## src/rtl/co_fetch_pkg.sv

```systemverilog
// co_fetch_pkg: shared constants, buffer entry type and RVC sizing helper for the fetch sequencer
package co_fetch_pkg;
   localparam logic [1:0]  RVC_FULL  = 2'b11;
   localparam logic [31:0] PC_STEP_C = 32'd2;
   localparam logic [31:0] PC_STEP_I = 32'd4;
   typedef struct packed {
      logic [31:0] pc;
      logic [31:0] data;
      logic        is_c;
   } entry_t;
   localparam int ENTRY_W = $bits(entry_t);
   function automatic logic is_rvc(input logic [15:0] lo_hw);
      return lo_hw[1:0] != RVC_FULL;
   endfunction
endpackage

```

## src/rtl/co_fetch_seq_if.sv

```systemverilog
// co_fetch_seq_if: redirect, decoder-side and instruction-memory signals of the fetch sequencer
interface co_fetch_seq_if;
   logic        redirect_valid;
   logic [31:0] redirect_pc;
   logic        instr_valid;
   logic        instr_ready;
   logic [31:0] instr_data;
   logic [31:0] instr_pc;
   logic        instr_is_c;
   logic [31:0] mem_addrpred1;
   logic [31:0] mem_addrpred2;
   logic        mem_renablepred;
   logic [15:0] mem_rdata_pred1;
   logic [15:0] mem_rdata_pred2;
   modport master (
      output redirect_valid, redirect_pc, instr_ready, mem_rdata_pred1, mem_rdata_pred2,
      input  instr_valid, instr_data, instr_pc, instr_is_c, mem_addrpred1, mem_addrpred2, mem_renablepred
   );
   modport slave (
      input  redirect_valid, redirect_pc, instr_ready, mem_rdata_pred1, mem_rdata_pred2,
      output instr_valid, instr_data, instr_pc, instr_is_c, mem_addrpred1, mem_addrpred2, mem_renablepred
   );
endinterface

```

## src/rtl/co_fetch_fifo.sv

```systemverilog
// co_fetch_fifo: small synchronous instruction buffer with flush; head read straight from storage
module co_fetch_fifo
   import co_fetch_pkg::*;
#(
   parameter int DEPTH = 2,
   localparam int AW = $clog2(DEPTH)
) (
   input  logic          clk,
   input  logic          rst,
   input  logic          flush_i,
   input  logic          push_i,
   input  logic          pop_i,
   input  entry_t        din_i,
   output entry_t        head_o,
   output logic [AW:0]   count_o
);
   entry_t        mem_q [DEPTH];
   logic [AW-1:0] wr_q, rd_q;
   logic [AW:0]   count_q;
   assign head_o  = mem_q[rd_q];
   assign count_o = count_q;
   // pointers wrap naturally because DEPTH is a power of two; flush only resets the pointers
   always_ff @(posedge clk or posedge rst)
      if (rst) begin
         wr_q    <= '0;
         rd_q    <= '0;
         count_q <= '0;
         for (int i = 0; i < DEPTH; i++) mem_q[i] <= '0;
      end else if (flush_i) begin
         wr_q    <= '0;
         rd_q    <= '0;
         count_q <= '0;
      end else begin
         if (push_i) begin
            mem_q[wr_q] <= din_i;
            wr_q        <= wr_q + AW'(1);
         end
         if (pop_i) rd_q <= rd_q + AW'(1);
         count_q <= count_q + (AW+1)'(push_i) - (AW+1)'(pop_i);
      end
endmodule

```

## src/rtl/co_fetch_seq.sv

```systemverilog
// co_fetch_seq: issues dual-halfword fetches, sizes returned instructions and buffers them for decode
module co_fetch_seq
   import co_fetch_pkg::*;
#(
   parameter logic [31:0] RESET_PC   = 32'h0000_0000,
   parameter int          FIFO_DEPTH = 2
) (
   input logic           clk,
   input logic           rst,
   co_fetch_seq_if.slave bus
);
   localparam int AW = $clog2(FIFO_DEPTH);
   logic          req_vld_q, req_vld_d;
   logic [31:0]   pc_q, pc_d;
   logic [31:0]   resp_next;
   logic          resp_c, push, pop, issue;
   logic [AW+1:0] credit;
   logic [AW:0]   occ;
   entry_t        resp, head;
   // pc_q is both the pc of the in-flight request and the hold pc: both load issue_pc every cycle
   always_comb begin
      resp_c    = is_rvc(bus.mem_rdata_pred1);
      resp      = '{pc: pc_q, data: resp_c ? {16'h0, bus.mem_rdata_pred1} : {bus.mem_rdata_pred2, bus.mem_rdata_pred1}, is_c: resp_c};
      resp_next = pc_q + (resp_c ? PC_STEP_C : PC_STEP_I);
      push      = req_vld_q && !bus.redirect_valid;
      pop       = (occ != '0) && !bus.redirect_valid && bus.instr_ready;
      pc_d      = bus.redirect_valid ? {bus.redirect_pc[31:1], 1'b0} : req_vld_q ? resp_next : pc_q;
      credit    = (AW+2)'(occ) + (AW+2)'(push) - (AW+2)'(pop);
      issue     = !rst && (bus.redirect_valid || credit < (AW+2)'(FIFO_DEPTH));
      req_vld_d = issue;
   end
   // request/pc registers; a read is only issued when its response is guaranteed a buffer slot
   always_ff @(posedge clk or posedge rst)
      if (rst) begin
         req_vld_q <= 1'b0;
         pc_q      <= RESET_PC;
      end else begin
         req_vld_q <= req_vld_d;
         pc_q      <= pc_d;
      end
   co_fetch_fifo #(.DEPTH(FIFO_DEPTH)) u_fifo (
      .clk     (clk),
      .rst     (rst),
      .flush_i (bus.redirect_valid),
      .push_i  (push),
      .pop_i   (pop),
      .din_i   (resp),
      .head_o  (head),
      .count_o (occ)
   );
   assign bus.instr_valid     = (occ != '0) && !bus.redirect_valid;
   assign bus.instr_data      = head.data;
   assign bus.instr_pc        = head.pc;
   assign bus.instr_is_c      = head.is_c;
   assign bus.mem_addrpred1   = pc_d;
   assign bus.mem_addrpred2   = pc_d + PC_STEP_C;
   assign bus.mem_renablepred = issue;
   a_no_push_when_full: assert property (@(posedge clk) disable iff (rst)
      !(push && occ == (AW+1)'(FIFO_DEPTH)));
endmodule

```

## src/flat_wrapper.sv

```systemverilog
// flat-port wrapper written by rule: the top's interface ports become plain ports
module co_fetch_seq_flat import co_fetch_pkg::*;
#(
   parameter logic [31:0] RESET_PC   = 32'h0000_0000,
   parameter int          FIFO_DEPTH = 2
)
  (clk, rst, bus_redirect_valid, bus_redirect_pc, bus_instr_ready, bus_mem_rdata_pred1, bus_mem_rdata_pred2, bus_instr_valid, bus_instr_data, bus_instr_pc, bus_instr_is_c, bus_mem_addrpred1, bus_mem_addrpred2, bus_mem_renablepred);
  co_fetch_seq_if bus_i ();
  input logic clk;
  input logic rst;
  input wire logic [$bits(bus_i.redirect_valid)-1:0] bus_redirect_valid;
  input wire logic [$bits(bus_i.redirect_pc)-1:0] bus_redirect_pc;
  input wire logic [$bits(bus_i.instr_ready)-1:0] bus_instr_ready;
  input wire logic [$bits(bus_i.mem_rdata_pred1)-1:0] bus_mem_rdata_pred1;
  input wire logic [$bits(bus_i.mem_rdata_pred2)-1:0] bus_mem_rdata_pred2;
  output wire logic [$bits(bus_i.instr_valid)-1:0] bus_instr_valid;
  output wire logic [$bits(bus_i.instr_data)-1:0] bus_instr_data;
  output wire logic [$bits(bus_i.instr_pc)-1:0] bus_instr_pc;
  output wire logic [$bits(bus_i.instr_is_c)-1:0] bus_instr_is_c;
  output wire logic [$bits(bus_i.mem_addrpred1)-1:0] bus_mem_addrpred1;
  output wire logic [$bits(bus_i.mem_addrpred2)-1:0] bus_mem_addrpred2;
  output wire logic [$bits(bus_i.mem_renablepred)-1:0] bus_mem_renablepred;
  assign bus_i.redirect_valid = bus_redirect_valid;
  assign bus_i.redirect_pc = bus_redirect_pc;
  assign bus_i.instr_ready = bus_instr_ready;
  assign bus_i.mem_rdata_pred1 = bus_mem_rdata_pred1;
  assign bus_i.mem_rdata_pred2 = bus_mem_rdata_pred2;
  assign bus_instr_valid = bus_i.instr_valid;
  assign bus_instr_data = bus_i.instr_data;
  assign bus_instr_pc = bus_i.instr_pc;
  assign bus_instr_is_c = bus_i.instr_is_c;
  assign bus_mem_addrpred1 = bus_i.mem_addrpred1;
  assign bus_mem_addrpred2 = bus_i.mem_addrpred2;
  assign bus_mem_renablepred = bus_i.mem_renablepred;
  co_fetch_seq #(.RESET_PC(RESET_PC), .FIFO_DEPTH(FIFO_DEPTH)) u_core (.clk(clk), .rst(rst), .bus(bus_i));
endmodule
```

## config.mk

```make
export PLATFORM = sky130hd
export DESIGN_NAME = co_fetch_seq_flat
export DESIGN_NICKNAME = d
export VERILOG_FILES = /design/src/rtl/co_fetch_pkg.sv /design/src/rtl/co_fetch_seq_if.sv /design/src/rtl/co_fetch_fifo.sv /design/src/rtl/co_fetch_seq.sv /design/src/flat_wrapper.sv
export SDC_FILE = /design/constraint.sdc
export NUM_CORES = 1
export LEC_CHECK = 0
export BUFFER_PORTS_ARGS = -buffer_cell sky130_fd_sc_hd__buf_2
export CAP_MARGIN = 30
export CORE_ASPECT_RATIO = 0.75
export CORE_MARGIN = 2
export CORE_UTILIZATION = 55
export CTS_BUF_LIST = sky130_fd_sc_hd__clkbuf_16
export DETAILED_ROUTE_END_ITERATION = 6
export GPL_TIMING_DRIVEN = 0
export MAX_ROUTING_LAYER = met4
export PLACE_DENSITY = 0.87
export SLEW_MARGIN = 20
export SYNTH_ARGS = -nofsm -noshare
export SYNTH_HDL_FRONTEND = slang
export SYNTH_SLANG_ARGS = --single-unit
```

## constraint.sdc

```tcl
create_clock -name clk -period 6.7 [get_ports clk]
set_input_delay 0.67 -clock clk [delete_from_list [all_inputs] [get_ports clk]]
set_output_delay 0.67 -clock clk [all_outputs]
set_load 0.01 [all_outputs]
```

# Word level (Yosys, flattened, before mapping)

Cells that the tools add are included.
W data, S select, Z words.

Logic and storage cells: 54
Output and inout port bits: 131
Flip-flop bits (word level): 167

Order comparisons: 4
Bitwise gates (word level): 3
$add $sub $neg: 8
Equal/unequal tests: 1
Reduce and logical (&&, ||, !) cells: 12
Muxes and demuxes: 15

Operators by type and width:

| operator                | number |
|---|---|
| $mux W65                | 4 |
| $bwmux W130             | 1 |
| $mux W32                | 3 |
| $demux W65 S1           | 1 |
| $add A32 B2 Y32 const B | 1 |
| $add A32 B32 Y32        | 1 |
| $reduce_bool A2 Y1      | 3 |
| $logic_and A1 B1 Y1     | 5 |
| $ge A2 B2 Y1 const B    | 2 |
| $mux W1                 | 4 |
| $not A1 Y2              | 2 |
| $add A2 B1 Y3           | 1 |
| $lt A3 B2 Y1 const B    | 1 |
| $mux W3                 | 1 |
| $sub A3 B1 Y3           | 1 |
| $add A1 B1 Y1 const B   | 2 |
| $add A2 B1 Y2           | 1 |
| $logic_not A1 Y1        | 2 |
| $lt A2 B1 Y1 const B    | 1 |
| $mux W2                 | 1 |
| $ne A2 B2 Y1 const B    | 1 |
| $reduce_and A2 Y1       | 1 |
| $sub A2 B1 Y2           | 1 |
| $logic_or A1 B1 Y1      | 1 |
| $not A1 Y1              | 1 |

# Depth between registers and ports, before layout

Word-level depth: 7
Depth in mapped cells: 14
Gate-level depth less buffers: 13

# By module

From an unflattened synthesis, not the netlist that was laid out.

Cell total of the unflattened synthesis: 749
Area, all modules: 9092.5 um^2

By module, submodules not included:

| module        | sequential area each (um^2) | times used | cells each | area each (um^2) |
|---|---|---|---|---|
| co_fetch_fifo | 3353.2                      | 1          | 364        | 6027.0 |
| co_fetch_seq  | 825.8                       | 1          | 385        | 3065.4 |

# Least setup slack after synthesis

Ideal clock, no wire load.

Path type: input-to-output
Start: input port bus_mem_rdata_pred1[1]
End: output port bus_mem_addrpred2[29]
Arrival time: 3.835 ns
Setup slack: 2.195 ns
Cell stages on the path: 14
Buffers on the path: 3
Required time: 6.030 ns
Cells stage by stage: and2_0 > clkbuf_1 > clkbuf_1 > xnor2_1 > ha_1 > a31oi_1 > clkbuf_1 > o31a_1 > nor3_1 > a2111o_1 > nor3_4 > nand2_4 > nor4b_2 > xor2_1

Longest elaborated chain between the ends: 6

RTL lines:

| what                  | line               | text |
|---|---|---|
| from (decl)           | flat_wrapper.sv:14 | `input wire logic [$bits(bus_i.mem_rdata_pred1)-1:0] bus_mem_rdata_pred1;` |
| $ne A2 B2 Y1          | co_fetch_pkg.sv:13 | `return lo_hw[1:0] != RVC_FULL;` |
| $mux W3               | co_fetch_seq.sv:24 | `resp_next = pc_q + (resp_c ? PC_STEP_C : PC_STEP_I);` |
| $add A32 B32 Y32      | co_fetch_seq.sv:24 |  |
| $mux W32 (2 in a row) | co_fetch_seq.sv:27 | `pc_d = bus.redirect_valid ? {bus.redirect_pc[31:1], 1'b0} : req_vld_q ? resp_next : pc_q;` |
| $add A32 B2 Y32       | co_fetch_seq.sv:56 | `assign bus.mem_addrpred2 = pc_d + PC_STEP_C;` |
| to (decl)             | flat_wrapper.sv:21 | `output wire logic [$bits(bus_i.mem_addrpred2)-1:0] bus_mem_addrpred2;` |

No other way between the ends.

# Worst setup path after layout

Start: input port bus_mem_rdata_pred1[0]
End: output port bus_mem_addrpred2[26]

The elaborated chain is that of the path after synthesis.

==> results.py <==
metrics = {
    "route": {
        "drt_wl_total_mm": 23.43,
        "drt_iter0_markers": 684,
        "postRouteAntennaNets": 0,
        "wl_per_cell_microns": 19.33,
        "avgViaCountPerCell": 5.762,
        "first_pass_iters": 7,
        "drc": 0,
        "vias": 6984,
    },
    "logic_synthesis": {
        "netlist_area_sq_um": 8615,
        "synth-edff-count": 0,
        "ys_top_cells_by_area": "dfrtp_1 (49%), mux2_2 (20%), nand2_1 (4.2%), o21ai_0 (3.3%), xor2_1 (2.6%)",
        "ys.flop_type": "dfrtp_1",
        "ys_types": 62,
        "yosysWarnings": 0,
        "yosysMostFrequentCell": "dfrtp_1",
        "yosys.area.top_type": "dfrtp_1",
        "synthCells": 780,
        "synth-async-reset-ratio_pct": 100.0,
        "syn_avg_cell_area_sq_um": 11.04,
        "syn-num-nets": 854,
        "yosysSeqAreaShare_pct": 48.51,
        "ys_ff_latch": 167,
        "yosysTopAreaCellShare_pct": 48.51,
        "synth_common_cells": "dfrtp_1 (167), mux2_2 (152), nand2_1 (96), o21ai_0 (57), clkbuf_1 (34)",
    },
    "cts": {
        "clk-insertion-delay-late_ns": 0.43,
        "ctsLongestPathBuffers": 2,
        "cts_tree": "done",
        "htreeDepth": 4,
        "hold_buffers": 0,
        "post_cts_resized": 0,
        "cts.clk_slew.worst_paths_ns": 0.06,
        "postCtsSetupBuffers": 0,
        "clkSinkCount": 167,
        "numCtsBuffers": 17,
        "cts_root_buf": "clkbuf_16",
    },
    "sta": {
        "hold_ws_ns": 0.3066,
        "setup_tns_ns": 0,
        "skew_ns": 0.006975,
        "slew_headroom_pct": 49.19,
        "hold_viol_final": 0,
        "setup_slack_ns": 0.9388,
        "period_share_pct": 85.99,
        "worstMarginPinSlew_ns": 0.7622,
        "layout_min_cycle_time_ns": 5.761,
        "finalSetupViolCount": 0,
        "grt_setup_unrepaired": "false",
        "max_clock_freq_mhz": 173.6,
        "final_max_slew_viol_count": 0,
    },
    "cells_and_area": {
        "area_growth_pct": 21.07,
        "diodes": 0,
        "nets": 1070,
        "final_design_area_no_fill_sq_um": 10430,
        "drive_above_1_share_pct": 40.52,
    },
    "power_and_ir_drop": {
        "design_power_total_uw": 4014,
        "power_leakage_uw": 0.004795,
        "p_per_area_nw_per_um2": 384.9,
        "netSwitchingFraction_pct": 33.91,
        "power.internal_uw": 2653,
        "power_frac_seq_pct": 40.2,
        "power_frac_clock_pct": 23.0,
        "switchingPower_uw": 1361,
        "combPwrFrac_pct": 36.8,
        "ir_drop_mv": 0.2078,
    },
    "placed_design": {
        "place_hpwl_mm": 16.99,
        "finalWeightedCongestion": 0.8974,
        "placed_area_sq_um": 9887,
        "post-place-ws_ns": 0.9840,
        "portBuffers": 196,
    },
    "floorplan": {
        "dieArea_sq_um": 16690,
        "core_region_area_sq_um": 15270,
        "dieWidth_microns": 148.5,
        "io_pins": 199,
        "fp-row-count": 39,
        "die_h_microns": 112.4,
        "initial_utilization_pct": 56.40,
    },
    "run": {
        "maxCapViolCount": 0,
    },
    "global_routing": {
        "grt_pass1_vias": 6982,
        "antenna_found_initial": 0,
        "grt_pass1_wl_mm": 37.29,
        "grt_overflow": 0,
        "grt_max_degree": 91,
        "grt_usage_pct": 29.82,
    },
    "setup_path": {
        "cp-end-kind": "output port",
        "cp-start-kind": "input port",
        "critPathKind": "input port to output port",
        "crit_path_max_fanout": 10,
        "slowest_delay_ns": 0.49,
        "cp_slowest_cell": "a2111o_1",
        "r2r_cells": 11,
        "crit_chain": "buf_2, and2_0, clkbuf_1, clkbuf_1, xnor2_1, ha_1, a31oi_1, clkbuf_1, o31a_1, nor3_1, a2111o_1, nor3_1, nand2_1, nor3_1, xor2_1, buf_2",
        "cp.required_ns": 6.03,
        "cp.arrival_ns": 5.09,
    },
    "min_path": {
        "hp-class": "input port to async pin",
    },
    "run_status": {
        "status": "finished clean",
    },
}
## path summary, 6_finish.rpt
check	slack [ns]	to	start
setup / recovery	0.94	bus_mem_addrpred2[26]	bus_mem_rdata_pred1[0]
hold / removal	0.31	u_core.pc_q[25]$_DFF_PP0_	rst
setup reg to reg	3.75	u_core.pc_q[15]$_DFF_PP0_	u_core.pc_q[2]$_DFF_PP0_
hold reg to reg	0.48	u_core.u_fifo.mem_q[93]$_DFFE_PP0P_	u_core.u_fifo.mem_q[93]$_DFFE_PP0P_
max in group asynchronous	5.59	u_core.u_fifo.mem_q[86]$_DFFE_PP0P_	rst
min in group clk	0.48	u_core.u_fifo.mem_q[93]$_DFFE_PP0P_	u_core.u_fifo.mem_q[93]$_DFFE_PP0P_
## per-stage QoR
stage	utilization [%]	instances
floorplan	-	780
global route	68.29	1212
detailed placement	64.73	1182
CTS	68.29	1212
global placement	64.50	1181
finish	68.29	1212
## metal layers
metal | vias to the layer above | part of all wire [%] | GRT usage [%]
li1 | 3194 | - | -
met1 | 3417 | 44 | 41.01
met2 | 338 | 46 | 44.88
met3 | 35 | 7.8 | 6.789
met4 | 0 | 1.6 | 8.635
met5 | - | 0 | -
## worst max-delay path, delay by kind of cell
kind	cells	cell delay, ns
buffers and inverters	5	1.65
and+or+nand+nor	5	1.28
AOI/OAI and AO/OA	3	0.90
xor gates and xnor gates	2	0.33
adders and majority gates	1	0.25
## cell usage in the layout, fill, tap and decap left out, types with 5 or more instances in the layout
| master | instances |
|---|---|
| buf_2 | 201 |
| xor2_1 | 26 |
| nor3_1 | 15 |
| o31ai_1 | 5 |
| nand2_1 | 96 |
| ha_1 | 5 |
| dfrtp_1 | 167 |
| buf_1 | 5 |
| nand4_1 | 11 |
| and3_1 | 6 |
| a21oi_1 | 11 |
| nor2b_1 | 5 |
| inv_1 | 24 |
| clkbuf_1 | 34 |
| clkbuf_16 | 17 |
| nor2_1 | 30 |
| and4_1 | 5 |
| mux2_2 | 152 |
| o21ai_0 | 57 |
| nor4_1 | 9 |
| nand3_1 | 16 |
| a31oi_1 | 5 |
| xnor2_1 | 24 |
| mux2i_1 | 8 |
## power by group through the flow
stage	Clock [uW]	Sequential, uW	Combinational, uW
6_report	924	1610	1480
5_1_grt	971	1660	1600
4_1_cts	927	1610	1490
3_5_place_dp	0	1620	1470
3_3_place_gp	0	1590	1420
2_1_floorplan	0	1540	1000
## cells by family (layout without fill, tap and decap cells)
| logic type | Yosys count | after routing | share of synthesized area (%) |
|---|---|---|---|
| AND/OR/NAND/NOR | 225 | 225 | 14.05 |
| AO/OA/AOI/OAI | 103 | 103 | 7.350 |
| multiplexers | 160 | 160 | 20.80 |
| buffers and inverters | 69 | 296 | 3.253 |
| XOR/XNOR | 50 | 50 | 5.084 |
| flip-flops | 167 | 167 | 48.51 |
| adder cells (fa/ha/maj) | 6 | 6 | 0.9586 |
## final cells by class
class / instances / area, sq um
buffer: 47 / 197.7
clock buffer: 17 / 425.4
clock inverter: 13 / 117.6
fill: 1125 / 4843
inverter: 22 / 90.09
multi-input combinational: 544 / 4155
sequential: 167 / 4179
tap: 205 / 256.5
timing repair buffer: 197 / 1008
## sequential cells by signal (all words and copies together), names as in the netlist
signal                 flops
u_core.u_fifo.mem_q      130
u_core.pc_q               32
u_core.u_fifo.count_o      2
u_core.req_vld_q           1
u_core.u_fifo.rd_q         1
u_core.u_fifo.wr_q         1
Power figures use the tool's default switching activity.
